**src/rtl/hit_receiver_if.sv**
```systemverilog
// Bus between combat detection and the hit receiver: hit pulses and
// positions in, health/stun/knockback/round status out.
interface hit_receiver_if;
  logic               hitP1;
  logic               hitP2;
  logic signed [31:0] P1Xpos;
  logic signed [31:0] P2Xpos;
  logic               new_round;
  logic [7:0]         P1Health;
  logic [7:0]         P2Health;
  logic               P1Stun;
  logic               P2Stun;
  logic signed [31:0] P1Knockback;
  logic signed [31:0] P2Knockback;
  logic               P1Invuln;
  logic               P2Invuln;
  logic               round_over;
  logic [1:0]         winner;

  // Combat/game logic side: drives hits and positions, reads status.
  modport master (
    output hitP1, hitP2, P1Xpos, P2Xpos, new_round,
    input  P1Health, P2Health, P1Stun, P2Stun, P1Knockback, P2Knockback,
           P1Invuln, P2Invuln, round_over, winner
  );

  // Hit receiver side.
  modport slave (
    input  hitP1, hitP2, P1Xpos, P2Xpos, new_round,
    output P1Health, P2Health, P1Stun, P2Stun, P1Knockback, P2Knockback,
           P1Invuln, P2Invuln, round_over, winner
  );
endinterface

```
**src/rtl/hit_receiver.sv**
```systemverilog
// Hit receiver: applies damage, runs a per-player IDLE/STUN/INVULN/KO
// machine, drives knockback away from the attacker and tracks round end.
// Index 0 is P1, index 1 is P2 throughout.
module hit_receiver #(
  parameter int MAX_HEALTH    = 100,
  parameter int DAMAGE        = 10,
  parameter int STUN_FRAMES   = 12,
  parameter int INVULN_FRAMES = 20,
  parameter int KB_SPEED      = 4
) (
  input logic           frame_clk,
  input logic           Reset,
  hit_receiver_if.slave bus
);

  localparam int CNT_MAX = (STUN_FRAMES > INVULN_FRAMES) ? STUN_FRAMES : INVULN_FRAMES;
  localparam int CNT_W   = $clog2(CNT_MAX + 1);

  typedef enum logic [1:0] {IDLE, STUN, INVULN, KO} state_t;

  state_t             st_q   [2];
  state_t             st_d   [2];
  logic [7:0]         hp_q   [2];
  logic [7:0]         hp_d   [2];
  logic [CNT_W-1:0]   cnt_q  [2];
  logic [CNT_W-1:0]   cnt_d  [2];
  logic               kb_neg_q [2];
  logic [1:0]         accept;
  logic [1:0]         ko_enter;
  logic [1:0]         hit;
  logic [1:0]         neg_on_hit;
  logic               p1_left;
  logic               round_over_q;
  logic               round_over_d;
  logic [1:0]         winner_q;
  logic [1:0]         winner_d;
  logic               restart;

  // Health minus one hit, floored at zero.
  function automatic logic [7:0] sat_sub(input logic [7:0] h);
    if (int'(h) <= DAMAGE) return 8'd0;
    return h - 8'(DAMAGE);
  endfunction

  // Knockback is only applied while stunned; KO and INVULN stand still.
  function automatic logic signed [31:0] kb_value(input state_t s, input logic neg);
    logic signed [31:0] mag;
    mag = 32'(KB_SPEED);
    if (s != STUN) return 32'sd0;
    return neg ? -mag : mag;
  endfunction

  assign hit        = {bus.hitP2, bus.hitP1};
  assign p1_left    = (bus.P1Xpos <= bus.P2Xpos);
  // The player on the left is pushed further left (negative velocity).
  assign neg_on_hit = {~p1_left, p1_left};
  assign restart    = Reset | (bus.new_round & round_over_q);

  // Next-state, damage and counter logic for both players plus round control.
  always_comb begin
    accept       = 2'b00;
    ko_enter     = 2'b00;
    round_over_d = round_over_q;
    winner_d     = winner_q;
    for (int i = 0; i < 2; i++) begin
      st_d[i]  = st_q[i];
      hp_d[i]  = hp_q[i];
      cnt_d[i] = cnt_q[i];
      case (st_q[i])
        IDLE: begin
          if (hit[i] && !round_over_q) begin
            accept[i] = 1'b1;
            hp_d[i]   = sat_sub(hp_q[i]);
            if (hp_d[i] == 8'd0) begin
              st_d[i]     = KO;
              ko_enter[i] = 1'b1;
            end else begin
              st_d[i]  = STUN;
              cnt_d[i] = CNT_W'(STUN_FRAMES - 1);
            end
          end
        end
        STUN: begin
          if (cnt_q[i] == '0) begin
            st_d[i]  = INVULN;
            cnt_d[i] = CNT_W'(INVULN_FRAMES - 1);
          end else begin
            cnt_d[i] = cnt_q[i] - CNT_W'(1);
          end
        end
        INVULN: begin
          if (cnt_q[i] == '0) st_d[i] = IDLE;
          else                cnt_d[i] = cnt_q[i] - CNT_W'(1);
        end
        default: ;
      endcase
    end
    // Bit 1 (P2 wins) set when P1 is KO'd, bit 0 (P1 wins) when P2 is.
    if (|ko_enter) begin
      round_over_d = 1'b1;
      winner_d     = {ko_enter[0], ko_enter[1]};
    end
  end

  // Control state: FSMs, health, counters and round status; reset or an
  // honoured new_round restarts the round.
  always_ff @(posedge frame_clk) begin
    if (restart) begin
      for (int i = 0; i < 2; i++) begin
        st_q[i]  <= IDLE;
        hp_q[i]  <= 8'(MAX_HEALTH);
        cnt_q[i] <= '0;
      end
      round_over_q <= 1'b0;
      winner_q     <= 2'b00;
    end else begin
      for (int i = 0; i < 2; i++) begin
        st_q[i]  <= st_d[i];
        hp_q[i]  <= hp_d[i];
        cnt_q[i] <= cnt_d[i];
      end
      round_over_q <= round_over_d;
      winner_q     <= winner_d;
    end
  end

  // Knockback direction latched at hit acceptance; only read while in STUN,
  // so it needs no reset.
  always_ff @(posedge frame_clk) begin
    for (int i = 0; i < 2; i++)
      if (accept[i]) kb_neg_q[i] <= neg_on_hit[i];
  end

  assign bus.P1Health    = hp_q[0];
  assign bus.P2Health    = hp_q[1];
  assign bus.P1Stun      = (st_q[0] == STUN) || (st_q[0] == KO);
  assign bus.P2Stun      = (st_q[1] == STUN) || (st_q[1] == KO);
  assign bus.P1Invuln    = (st_q[0] == INVULN);
  assign bus.P2Invuln    = (st_q[1] == INVULN);
  assign bus.P1Knockback = kb_value(st_q[0], kb_neg_q[0]);
  assign bus.P2Knockback = kb_value(st_q[1], kb_neg_q[1]);
  assign bus.round_over  = round_over_q;
  assign bus.winner      = winner_q;

endmodule
```
**src/flat_wrapper.sv**
```systemverilog
// flat-port wrapper written by rule: the top's interface ports become plain ports
module hit_receiver_flat 
#(
  parameter int MAX_HEALTH    = 100,
  parameter int DAMAGE        = 10,
  parameter int STUN_FRAMES   = 12,
  parameter int INVULN_FRAMES = 20,
  parameter int KB_SPEED      = 4
)
  (frame_clk, Reset, bus_hitP1, bus_hitP2, bus_P1Xpos, bus_P2Xpos, bus_new_round, bus_P1Health, bus_P2Health, bus_P1Stun, bus_P2Stun, bus_P1Knockback, bus_P2Knockback, bus_P1Invuln, bus_P2Invuln, bus_round_over, bus_winner);
  hit_receiver_if bus_i ();
  input logic frame_clk;
  input logic Reset;
  input wire logic [$bits(bus_i.hitP1)-1:0] bus_hitP1;
  input wire logic [$bits(bus_i.hitP2)-1:0] bus_hitP2;
  input wire logic [$bits(bus_i.P1Xpos)-1:0] bus_P1Xpos;
  input wire logic [$bits(bus_i.P2Xpos)-1:0] bus_P2Xpos;
  input wire logic [$bits(bus_i.new_round)-1:0] bus_new_round;
  output wire logic [$bits(bus_i.P1Health)-1:0] bus_P1Health;
  output wire logic [$bits(bus_i.P2Health)-1:0] bus_P2Health;
  output wire logic [$bits(bus_i.P1Stun)-1:0] bus_P1Stun;
  output wire logic [$bits(bus_i.P2Stun)-1:0] bus_P2Stun;
  output wire logic [$bits(bus_i.P1Knockback)-1:0] bus_P1Knockback;
  output wire logic [$bits(bus_i.P2Knockback)-1:0] bus_P2Knockback;
  output wire logic [$bits(bus_i.P1Invuln)-1:0] bus_P1Invuln;
  output wire logic [$bits(bus_i.P2Invuln)-1:0] bus_P2Invuln;
  output wire logic [$bits(bus_i.round_over)-1:0] bus_round_over;
  output wire logic [$bits(bus_i.winner)-1:0] bus_winner;
  assign bus_i.hitP1 = bus_hitP1;
  assign bus_i.hitP2 = bus_hitP2;
  assign bus_i.P1Xpos = bus_P1Xpos;
  assign bus_i.P2Xpos = bus_P2Xpos;
  assign bus_i.new_round = bus_new_round;
  assign bus_P1Health = bus_i.P1Health;
  assign bus_P2Health = bus_i.P2Health;
  assign bus_P1Stun = bus_i.P1Stun;
  assign bus_P2Stun = bus_i.P2Stun;
  assign bus_P1Knockback = bus_i.P1Knockback;
  assign bus_P2Knockback = bus_i.P2Knockback;
  assign bus_P1Invuln = bus_i.P1Invuln;
  assign bus_P2Invuln = bus_i.P2Invuln;
  assign bus_round_over = bus_i.round_over;
  assign bus_winner = bus_i.winner;
  hit_receiver #(.MAX_HEALTH(MAX_HEALTH), .DAMAGE(DAMAGE), .STUN_FRAMES(STUN_FRAMES), .INVULN_FRAMES(INVULN_FRAMES), .KB_SPEED(KB_SPEED)) u_core (.frame_clk(frame_clk), .Reset(Reset), .bus(bus_i));
endmodule
```
**config.mk**
```make
export PLATFORM = sky130hd
export DESIGN_NAME = hit_receiver_flat
export DESIGN_NICKNAME = d
export VERILOG_FILES = /design/src/rtl/hit_receiver_if.sv /design/src/rtl/hit_receiver.sv /design/src/flat_wrapper.sv
export SDC_FILE = /design/constraint.sdc
export NUM_CORES = 1
export LEC_CHECK = 0
export ABC_AREA = 1
export BUFFER_PORTS_ARGS = -buffer_cell sky130_fd_sc_hd__clkbuf_2
export CAP_MARGIN = 10
export CORE_UTILIZATION = 30
export DETAILED_ROUTE_END_ITERATION = 8
export PLACE_DENSITY_LB_ADDON = 0.25
export SYNTH_ARGS = -nofsm -noshare
export SYNTH_HDL_FRONTEND = slang
export SYNTH_SLANG_ARGS = --single-unit
export TNS_END_PERCENT = 100
```
**constraint.sdc**
```tcl
create_clock -name frame_clk -period 1.45 [get_ports frame_clk]
set_input_delay 0.0725 -clock frame_clk [delete_from_list [all_inputs] [get_ports frame_clk]]
set_output_delay 0.0725 -clock frame_clk [all_outputs]
set_load 0.005 [all_outputs]
```
# Yosys cells after proc, flatten, opt, wreduce, memory -nomap -nowiden
# Memory sizes are Yosys's and may differ from the RTL's.
# Index checks and enable logic that the tools add are counted.
op_classes:
  n_reduce_logical: 12
  add_sub_neg: 4
  bitwise: 9
  order_cmp: 3
  mux: 69
  eq_ne: 8
ops:
  columns: ["operator", "n"]
  rows:
  - ["32-bit 2-to-1 mux", 6]
  - ["8-bit 2-to-1 mux", 14]
  - ["5-bit 2-to-1 mux", 10]
  - ["32-bit less-or-equal comparator", 1]
  - ["5-bit case mux with 3 select lines", 2]
  - ["1-bit 2-to-1 mux", 25]
  - ["2-bit 2-to-1 mux", 10]
  - ["8-bit by 4-bit less-or-equal comparator with 1-bit output, second input constant", 2]
  - ["8-bit logical NOT", 2]
  - ["8-bit by 4-bit subtractor with 8-bit output, second input constant", 2]
  - ["2-bit case mux with 3 select lines", 2]
  - ["5-bit logical NOT", 2]
  - ["5-bit by 1-bit subtractor with 5-bit output, second input constant", 2]
  - ["2-bit == test, second input constant", 4]
  - ["1-bit bitwise OR", 7]
  - ["2-bit by 1-bit == test with 1-bit output, second input constant", 2]
  - ["2-bit logical NOT", 2]
  - ["2-bit by 1-bit != test with 1-bit output, second input constant", 2]
  - ["1-bit logical AND", 2]
  - ["1-bit logical OR", 2]
  - ["2-bit OR reduction", 1]
  - ["1-bit AND", 1]
  - ["1-bit logical NOT", 1]
  - ["1-bit NOT", 1]
totals:
  inputBits: 69
  reg_bits: 3
  ram_bits: 32
  wordCells: 111
  out_inout_bits: 87
  n_memories: 4
mem_list:
  columns: ["name", "words", "width", "read_ports", "rd_ports_with_merged_regs", "wr", "line_no", "text"]
  rows:
  - ["u_core.hp_q", 2, 8, 2, 0, 2, "hit_receiver.sv:23", "logic [7:0] hp_q [2];"]
  - ["u_core.cnt_q", 2, 5, 2, 0, 2, "hit_receiver.sv:25", "logic [CNT_W-1:0] cnt_q [2];"]
  - ["u_core.st_q", 2, 2, 2, 0, 2, "hit_receiver.sv:21", "state_t st_q [2];"]
  - ["u_core.kb_neg_q", 2, 1, 2, 0, 2, "hit_receiver.sv:27", "logic kb_neg_q [2];"]

# Logic depth before layout (Yosys ltp)
logic_depth:
  depth_word: 12
  mapped_depth: 15
  depth_no_buf: 15

# Worst setup path after synthesis
# Ideal clock, no wire load.
synth_timing:
  path_type: "flip-flop to flip-flop"
  from: "memory u_core.hp_q[0][1]"
  to: "memory u_core.cnt_q[0][0] (netlist bit)"
  synth_period_minus_slack_ns: 1.566
  path_stages_with_launch: 15
  setup_slack_ns: -0.116
  required_time_ns: 1.337
  arrival_ns: 1.454
  path_cell_list: "dfxtp_1 -> inv_1 -> ha_1 -> inv_1 -> nand2_1 -> nand3_1 -> nand2_1 -> nand3_1 -> nand2_2 -> nor2_4 -> nand2_4 -> nand2_4 -> nand2_1 -> nand2_1 -> nor2_1"
synth_lines:
  columns: ["element", "line_no"]
  rows:
  - ["start: declaration", "hit_receiver.sv:23"]
  - ["end: declaration", "hit_receiver.sv:25"]

==> results by group <==
STA
  – Worst Skew: 0.00576 ns
  – Achievable Freq: 628 MHz
  – Final min period: 1.59 ns
  – Final setup viols: 14
  – Tcrit/Tclk final: 1.10
  – Post-route setup TNS: -1.43 ns
  – Final Hold Viols: 0
  – Fin worst setup slack: -0.142 ns
  – RSZ-0062 raised after global routing: yes
  – Final slew viol count: 0
  – Final hold slack: 0.228 ns

Critical path
  – Worst path cell trace: inv_4, ha_4, inv_4, or2_1, nand3_2, nand2_2, nor2_4, nand3_4, nand2_4, inv_6, nor2_4, nor2_1
  – WP data required: 1.63 ns
  – WP data arrival: 1.77 ns
  – Crit path max fanout: 5
  – CP startpoint kind: flop
  – Type of the worst setup path: flop to flop
  – Buf+Inv Stages, Crit Path: 3
  – Max stage delay on crit path: 0.33 ns
  – Slowest CP cell: dfxtp_2
  – Worst Setup End Kind: flop
  – Worst reg2reg setup slack: -0.14 ns
  – Delay-heaviest family, CP: simple AND/OR/NAND/NOR gates

GRT
  – First-pass GRT wire length: 13500 um
  – Antenna violations before repair: 0
  – Total track usage: 0.140
  – Largest net degree at the start of global routing: 30
  – Grt total ovfl: 0
  – Number of global-route vias before repair: 3172

Clock tree
  – CTS tree: done
  – Worst skew pair latency: 0.28 ns
  – CTS root buf: clkbuf_16
  – CTS buffer count: 5
  – H-tree depth: 2
  – Clk buf depth: 2
  – Clock Pin Slew Worst Setup and Hold Paths: 0.06 ns
  – Cts-stage hold buffer count: 0
  – Clock sinks: 35

Cells and area
  – Area growth syn-to-layout: 41.1%
  – Final net count: 791
  – Share of post-route cells with drive strength above 1: 0.468
  – Count of inserted antenna diode cells: 0
  – Fillers: 1125

Floorplanning
  – Die width: 109 um
  – Die area: 0.0119 mm^2
  – Chip Height: 109 um
  – Initial Utilization: 0.312
  – Core Area: 0.0110 mm^2
  – FP Rows: 38
  – IO Pins: 156

Synthesis
  – Mapped Avg Cell Area: 6.69 um^2
  – Most frequent cell after synthesis: nand2_1
  – Synthesized flop and latch total: 35
  – Number of distinct library cells after synthesis: 33
  – Post-Syn Area: 0.00345 mm^2
  – Post-synth EDFFs: 2
  – Register area share after synthesis: 0.209
  – Yosys top cell area share: 0.192
  – Post-synth top flop: dfxtp_1
  – Post-synth top area cell: dfxtp_1
  – Synth top cells by count: 98 x nand2_1, 81 x inv_1, 60 x buf_4, 44 x ha_1, 43 x a21oi_1
  – Async set-reset flop share out of synthesis: 0
  – Mapped Cells: 515
  – Top post-synthesis cells by area: dfxtp_1 19%, ha_1 16%, buf_4 13%
  – Synth warn: 0

Detailed routing
  – Initial DRT Pass Iterations: 4
  – WL final: 8230 um
  – ANT nets after route: 0
  – Vias per cell: 4.31
  – Vias: 3527
  – # DRC: 0
  – First DRT Iteration DRCs: 106
  – WL/cell: 10.0 um

Status
  – Violated checks: negative setup slack
  – Status: finished with violations

Place
  – IO Port Bufs: 151
  – Routability cong.: 0.832
  – DP Wirelength: 6620 um

Power and ir drop
  – Power Total: 8.27 mW
  – Leakage power figure: 2.71 nW
  – PD cells: 1700 mW/mm^2
  – VDD IR max: 0.776 mV

Min path
  – Hold Path Class: input pin to flop

Job
  – # Max-Cap Violations: 0
## power breakdown
part	internal (mW)	switching [mW]	total (mW)
Sequential	1.33	0.336	1.66
Clock	0.634	0.423	1.06
Combinational	2.70	2.85	5.55
Total	4.66	3.61	8.27
## per-stage QoR
step                      cells  setup WS [ns]  area, um^2  utilization
after floorplan             518        -0.0394        3510            -
after global placement      798         -0.126        4370        0.396
after detailed placement    798         -0.155        4370        0.396
after CTS                   817         -0.114        4730        0.429
after global routing        819         -0.257        4860        0.441
final                       819         -0.142        4860        0.441
## layout by cell type (no fill, tap or decap), types with 6 or more instances in the layout
cell type / n
nand3_2: 10
ha_1: 37
inv_2: 14
inv_1: 69
nand3_1: 23
nor2_1: 30
dfxtp_1: 25
nor2_4: 6
nand4_1: 6
nand2_4: 7
o21ai_1: 6
dfxtp_2: 8
nand2_1: 84
a21oi_1: 37
clkbuf_2: 150
nor2_2: 7
nand2_2: 15
a21oi_2: 6
o21ai_0: 20
buf_4: 58
## tightest hold or removal path: stages
cell	delay, ns
clkbuf_2	0.08
a21oi_1	0.05
buf_4	0.19
o221ai_1	0.07
## worst paths after layout
path / startpoint / to / cells past startpoint
worst max-delay path: u_core.hp_q[0][10] / u_core.cnt_q[0][6] / 12
worst min register to register: u_core.bus.winner[0] / u_core.bus.winner[0] / 2
worst max register to register: u_core.hp_q[0][10] / u_core.cnt_q[0][6] / 12
worst min-delay path: Reset / u_core.hp_q[0][10] / 4
## final cells by class
type,count,area [um^2],share of cell area
Multi-Input combinational cell,330,2190,0.450
Timing Repair Buffer,212,1240,0.255
Sequential cell,35,731,0.150
Inverter,91,364,0.0749
Tap cell,140,175,0.0360
Clock buffer,6,129,0.0265
Timing Repair inverter,3,22.5,0.00463
Clock inverter,2,12.5,0.00257
## per-layer routing
layer  wire length [um]  vias to the layer above  track usage
met4                 77                        0       0.0324
met1               3650                     1498        0.173
li1                   -                     1903            -
met3                501                       10       0.0227
met2               4000                      116        0.251
met5                  0                        -            0
## flip-flops by register name (all words and copies together), names as in the netlist
signal	flops
u_core.st_q	4
u_core.kb_neg_q	2
u_core.bus.winner	2
u_core.bus.round_over	1
u_core.hp_q	16
u_core.cnt_q	10
## timing repair
item,4_1_cts,5_1_grt
setup buffers,8,2
gates cloned,3,0
pin swaps,20,15
gates resized for setup,45,43
setup endpoints to repair,78,45
## cell families after synthesis
logic type | synth area share
and+or+nand+nor | 0.262
AOI/OAI and AO/OA | 0.123
buffers and inverters | 0.233
xor gates and xnor gates | 0.0127
other | 0.00109
adders and majority gates | 0.160
DFF | 0.209
(Power assumes the default switching activity.)
